--- config.mk ---
export PLATFORM = sky130hd
export DESIGN_NAME = imem_loader
export DESIGN_NICKNAME = d
export VERILOG_FILES = /design/src/rtl/imem_loader.sv
export SDC_FILE = /design/constraint.sdc
export NUM_CORES = 1
export LEC_CHECK = 0
export CORE_MARGIN = 5
export CORE_UTILIZATION = 45
export CTS_CLUSTER_SIZE = 25
export DETAILED_ROUTE_END_ITERATION = 7
export PLACE_DENSITY = 0.69
export SETUP_SLACK_MARGIN = 0.15
export SYNTH_ARGS = -nofsm -noshare
export SYNTH_HDL_FRONTEND = slang
export SYNTH_SLANG_ARGS = --single-unit
--- constraint.sdc ---
create_clock -name clk -period 5.2 [get_ports clk]
set_clock_uncertainty 0.1 [all_clocks]
set_input_delay 0.52 -clock clk [delete_from_list [all_inputs] [get_ports clk]]
set_output_delay 0.52 -clock clk [all_outputs]
set_load 0.01 [all_outputs]
--- src/rtl/imem_loader.sv ---
// Boot-time instruction memory loader: parses a length/payload/checksum byte frame,
// writes little-endian 32-bit words into imem and releases the core on a clean load.
module imem_loader #(
  parameter int WORD_SIZE = 32,
  parameter int DEPTH     = 256
) (
  input  logic                 clk,
  input  logic                 rst,
  input  logic                 start,
  input  logic                 byte_valid,
  input  logic [7:0]           byte_data,
  output logic                 byte_ready,
  output logic                 imem_we,
  output logic [WORD_SIZE-1:0] imem_addr,
  output logic [WORD_SIZE-1:0] imem_wdata,
  output logic                 core_run,
  output logic                 done,
  output logic                 error
);

  localparam int WIDX_W = $clog2(DEPTH) + 1;

  typedef enum logic [2:0] {
    S_IDLE, S_LEN_LO, S_LEN_HI, S_DATA, S_CSUM, S_DONE, S_ERROR
  } state_t;

  state_t                state_q, state_d;
  logic [15:0]           len_q, len_d;
  logic [7:0]            csum_q, csum_d;
  logic [1:0]            byte_idx_q, byte_idx_d;
  logic [WIDX_W-1:0]     word_idx_q, word_idx_d;
  logic [23:0]           word_q, word_d;
  logic                  byte_ready_q, byte_ready_d;
  logic                  imem_we_q, imem_we_d;
  logic [WORD_SIZE-1:0]  imem_addr_q, imem_addr_d;
  logic [WORD_SIZE-1:0]  imem_wdata_q, imem_wdata_d;
  logic                  core_run_q, core_run_d;
  logic                  done_q, done_d;
  logic                  error_q, error_d;

  logic                  hs;
  logic [15:0]           len_full;
  logic [WIDX_W-1:0]     word_idx_inc;

  always_comb begin
    state_d      = state_q;
    len_d        = len_q;
    csum_d       = csum_q;
    byte_idx_d   = byte_idx_q;
    word_idx_d   = word_idx_q;
    word_d       = word_q;
    imem_we_d    = 1'b0;
    imem_addr_d  = imem_addr_q;
    imem_wdata_d = imem_wdata_q;

    hs           = byte_valid && byte_ready_q;
    len_full     = {byte_data, len_q[7:0]};
    word_idx_inc = word_idx_q + WIDX_W'(1);

    case (state_q)
      S_IDLE, S_DONE, S_ERROR: begin
        if (start) begin
          state_d    = S_LEN_LO;
          len_d      = '0;
          csum_d     = '0;
          byte_idx_d = '0;
          word_idx_d = '0;
          word_d     = '0;
        end
      end
      S_LEN_LO: begin
        if (hs) begin
          len_d[7:0] = byte_data;
          state_d    = S_LEN_HI;
        end
      end
      S_LEN_HI: begin
        if (hs) begin
          len_d[15:8] = byte_data;
          if (len_full == 16'd0 || 17'(len_full) > 17'(DEPTH)) state_d = S_ERROR;
          else                                                 state_d = S_DATA;
        end
      end
      S_DATA: begin
        if (hs) begin
          csum_d     = csum_q ^ byte_data;
          byte_idx_d = byte_idx_q + 2'd1;
          case (byte_idx_q)
            2'd0: word_d[7:0]   = byte_data;
            2'd1: word_d[15:8]  = byte_data;
            2'd2: word_d[23:16] = byte_data;
            default: begin
              // Last byte goes straight to the write port; no stall needed.
              imem_we_d    = 1'b1;
              imem_addr_d  = WORD_SIZE'({word_idx_q, 2'b00});
              imem_wdata_d = WORD_SIZE'({byte_data, word_q});
              word_idx_d   = word_idx_inc;
              if (16'(word_idx_inc) == len_q) state_d = S_CSUM;
            end
          endcase
        end
      end
      S_CSUM: begin
        if (hs) state_d = (byte_data == csum_q) ? S_DONE : S_ERROR;
      end
      default: state_d = S_IDLE;
    endcase

    // Status outputs are registered from the next state so they line up with state_q.
    byte_ready_d = (state_d == S_LEN_LO) || (state_d == S_LEN_HI) ||
                   (state_d == S_DATA)   || (state_d == S_CSUM);
    done_d       = (state_d == S_DONE);
    core_run_d   = (state_d == S_DONE);
    error_d      = (state_d == S_ERROR);
  end

  always_ff @(posedge clk or negedge rst) begin
    if (!rst) begin
      state_q      <= S_IDLE;
      len_q        <= '0;
      csum_q       <= '0;
      byte_idx_q   <= '0;
      word_idx_q   <= '0;
      word_q       <= '0;
      byte_ready_q <= 1'b0;
      imem_we_q    <= 1'b0;
      imem_addr_q  <= '0;
      imem_wdata_q <= '0;
      core_run_q   <= 1'b0;
      done_q       <= 1'b0;
      error_q      <= 1'b0;
    end else begin
      state_q      <= state_d;
      len_q        <= len_d;
      csum_q       <= csum_d;
      byte_idx_q   <= byte_idx_d;
      word_idx_q   <= word_idx_d;
      word_q       <= word_d;
      byte_ready_q <= byte_ready_d;
      imem_we_q    <= imem_we_d;
      imem_addr_q  <= imem_addr_d;
      imem_wdata_q <= imem_wdata_d;
      core_run_q   <= core_run_d;
      done_q       <= done_d;
      error_q      <= error_d;
    end
  end

  assign byte_ready = byte_ready_q;
  assign imem_we    = imem_we_q;
  assign imem_addr  = imem_addr_q;
  assign imem_wdata = imem_wdata_q;
  assign core_run   = core_run_q;
  assign done       = done_q;
  assign error      = error_q;

endmodule
==> results.cfg <==
[run_status]
outcome = complete, no violations

[setup_path]
required_ns = 5.32
cp_slowest_cell = nor2_2
crit_top_cell = o21ai_0
start_kind = flip-flop
crit_family = simple AND/OR/NAND/NOR gates
worst-path-buf-inv = 0
path_cells = nand2b_1 -> or2_2 -> nor2_2 -> nor2_1 -> o21ai_0 -> o21ai_0
r2r_slack_ns = 2.29
cp-end-kind = flip-flop
crit_fanout = 18
arrival_ns = 3.03
critPathKind = flip-flop to flip-flop
worstReg2RegEnd = csum_q[2]$_DFFE_PN0P_
reg2reg_depth = 6
r2r-start = state_q[2]$_DFF_PN0_
critical_path.max_stage_delay_ns = 0.68

[synth]
synth-simple-area-share_pct = 12.2
yosysMostFrequentCell = dfrtp_1
yosys_warnings = 0
yosys-top-cells-area = dfrtp_1, mux2_2, o21ai_0, a32o_1, nand2_1
syn_avg_cell_area_um2 = 10.9
synthesis.area_um2 = 5060
synth_area_leader_cell = dfrtp_1
synthDistinctLibCells = 54
synth_top_family_by_area = compound AO/OA/AOI/OAI gates
ys_seq_elements = 107
synth-xor-area-share_pct = 3.29
yosysTopAreaCellShare_pct = 52.9
syn_inst = 465
synth_compound_area_share_pct = 14.4
synth_edf_count = 0
async_flop_share_pct = 100
synthTopCellsByCount = dfrtp_1, nand2_1, o21ai_0
synth_fa_ha_area_share_pct = 1.24
yosys_most_used_dff = dfrtp_1
ys_seq_area_share_pct = 52.9
muxShareOfSynthArea_pct = 9.55

[clock_network]
clock_latency_ns = 0.34
clk_pin_slew_ns = 0.07
ctsRootBufferMaster = clkbuf_16
postCtsHoldBufs = 0
tritoncts = done
cts_max_path_buffers = 2
cts.sinks = 107
cts_resized = 0
cts_buffers = 9
post_cts_buffers = 0
cts_htree_levels = 3

[layout]
fillers = 981
final_area_um2 = 5880
layout-drive-gt1-share_pct = 13.4
diodes = 0
fin_nets = 521
synthToLayoutAreaGrowth_pct = 16.3

[timing]
tightest_slew_ns = 1.11
setup_tns_ns = 0
fmax_mhz = 344
finalSetupViolations = 0
rsz0062_at_grt = false
slew_viol_final = 0
hold_viol = 0
min_period_ns = 2.91
timing.final.crit_share_pct = 55.9
slew_headroom_pct = 25.9

[placement]
numPortBuffers = 57
placed_area_um2 = 5600
dp_hpwl_um = 7530
routabilityCongestion = 0.870

[run]
drv_cap = 0

[die]
chipWidth_um = 116
coreArea_um2 = 10900
num_io_pins = 81
start_util_pct = 46.3
fp.dieH_um = 116
die_area_um2 = 13500
rows = 38

[global_routing]
grt_pass1_vias = 3500
grt_antenna_before_repair = 0
grt_pass1_wl_um = 17900
grt_usage_pct = 17.0
grt_use_met1_pct = 23.5
grt_util_met2_pct = 27.4
grt_max_degree = 57
use_met3_pct = 3.19
grt_most_used_layer = met2
grt_overflow = 0

[min_path]
holdCritPathClass = input port to async pin

[drt]
vias_per_cell = 5.49
drc = 0
final_antenna_net_count = 0
wl_per_cell_um = 17.0
vias = 3556
drt_iter0_markers = 199
wl_um = 11000
drt-pass1-iter-count = 5

[power]
p_total_mw = 2.90
p_per_area_nw_per_um2 = 493
max-vdd-ir-drop_uv = 224
p_leak_nw = 2.59
layout make-up:
type | instances | area [um^2] | share of cell area, %
inverters | 4 | 15.0 | 0.255
clock inverters | 6 | 57.6 | 0.979
multi-input cells | 323 | 2150 | 36.5
repair buffers | 59 | 583 | 9.91
clock buffers | 9 | 225 | 3.83
flip-flops and latches | 107 | 2680 | 45.5
well taps | 140 | 175 | 2.98
power breakdown:
| group | switching, mW | internal (mW) | total [mW] |
|---|---|---|---|
| Clock | 0.315 | 0.334 | 0.649 |
| Combinational | 0.566 | 0.464 | 1.03 |
| Sequential | 0.169 | 1.05 | 1.22 |
state kept, by name (all words and copies together), names as in the netlist:
name,count
byte_ready,1
csum_q,8
word_idx_q,9
word_q,24
done,1
imem_we,1
error,1
byte_idx_q,2
len_q,16
imem_wdata,32
imem_addr,9
state_q,3
per-layer routing:
| layer | vias to the layer above | part of all wire [%] |
|---|---|---|
| met5 | - | 0 |
| met4 | 0 | 1.4 |
| met3 | 14 | 5.2 |
| met2 | 111 | 48 |
| met1 | 1740 | 46 |
| li1 | 1691 | - |
worst register-to-register path, stage by stage (launching register included):
cell and delay [ns]:
dfrtp_1 0.48, nand2b_1 0.21, or2_2 0.46, nor2_2 0.68, nor2_1 0.48, o21ai_0 0.28, o21ai_0 0.11
worst max-delay path by stage:
stage / from / end / slack (ns) / cells past startpoint
6_report: state_q[2]$_DFF_PN0_ / csum_q[2]$_DFFE_PN0P_ / 2.29 / 6
3_5_place_dp: byte_valid / imem_addr[4]$_DFFE_PN0P_ / 2.14 / 5
4_1_cts: state_q[2]$_DFF_PN0_ / csum_q[2]$_DFFE_PN0P_ / 2.28 / 6
2_1_floorplan: word_idx_q[0]$_DFFE_PN0P_ / state_q[0]$_DFF_PN0_ / 2.99 / 7
5_1_grt: state_q[2]$_DFF_PN0_ / word_idx_q[6]$_DFFE_PN0P_ / 2.04 / 6
3_3_place_gp: byte_valid / imem_wdata[17]$_DFFE_PN0P_ / 2.20 / 5
logic make-up after synthesis:
logic type	Yosys count
and+or+nand+nor	123
muxes	43
DFF	107
adders and majority gates	5
AOI/OAI and AO/OA	110
xor gates and xnor gates	19
other	1
buffers and inverters	57
per-stage QoR:
step	worst slack (ns)	hold WS (ns)	utilization, %	std cells
floorplan	2.99	0.124	-	487
global placement	2.20	0.363	51.2	633
detailed placement	2.14	0.365	51.2	633
CTS	2.28	0.158	53.8	648
global route	2.04	0.177	53.8	648
finish	2.29	0.121	53.8	648
layout by cell type, fill, tap and decap left out, types with 3 or more instances in the layout:
master / instances
xnor2_1: 16
nand2b_1: 4
nand4_1: 4
buf_4: 3
nor3_1: 4
inv_1: 4
o22ai_1: 4
and2_1: 6
nand2_1: 52
nor3b_1: 3
xor2_1: 3
clkdlybuf4s50_1: 56
o21ai_0: 51
o21ai_1: 3
nor2b_1: 3
a32o_1: 24
nand3_1: 7
clkbuf_16: 9
mux2_2: 42
dfrtp_1: 107
a21oi_1: 9
ha_1: 5
nor2_1: 20
nor4_1: 4
conb_1: 23
Power figures use the tool's default switching activity.
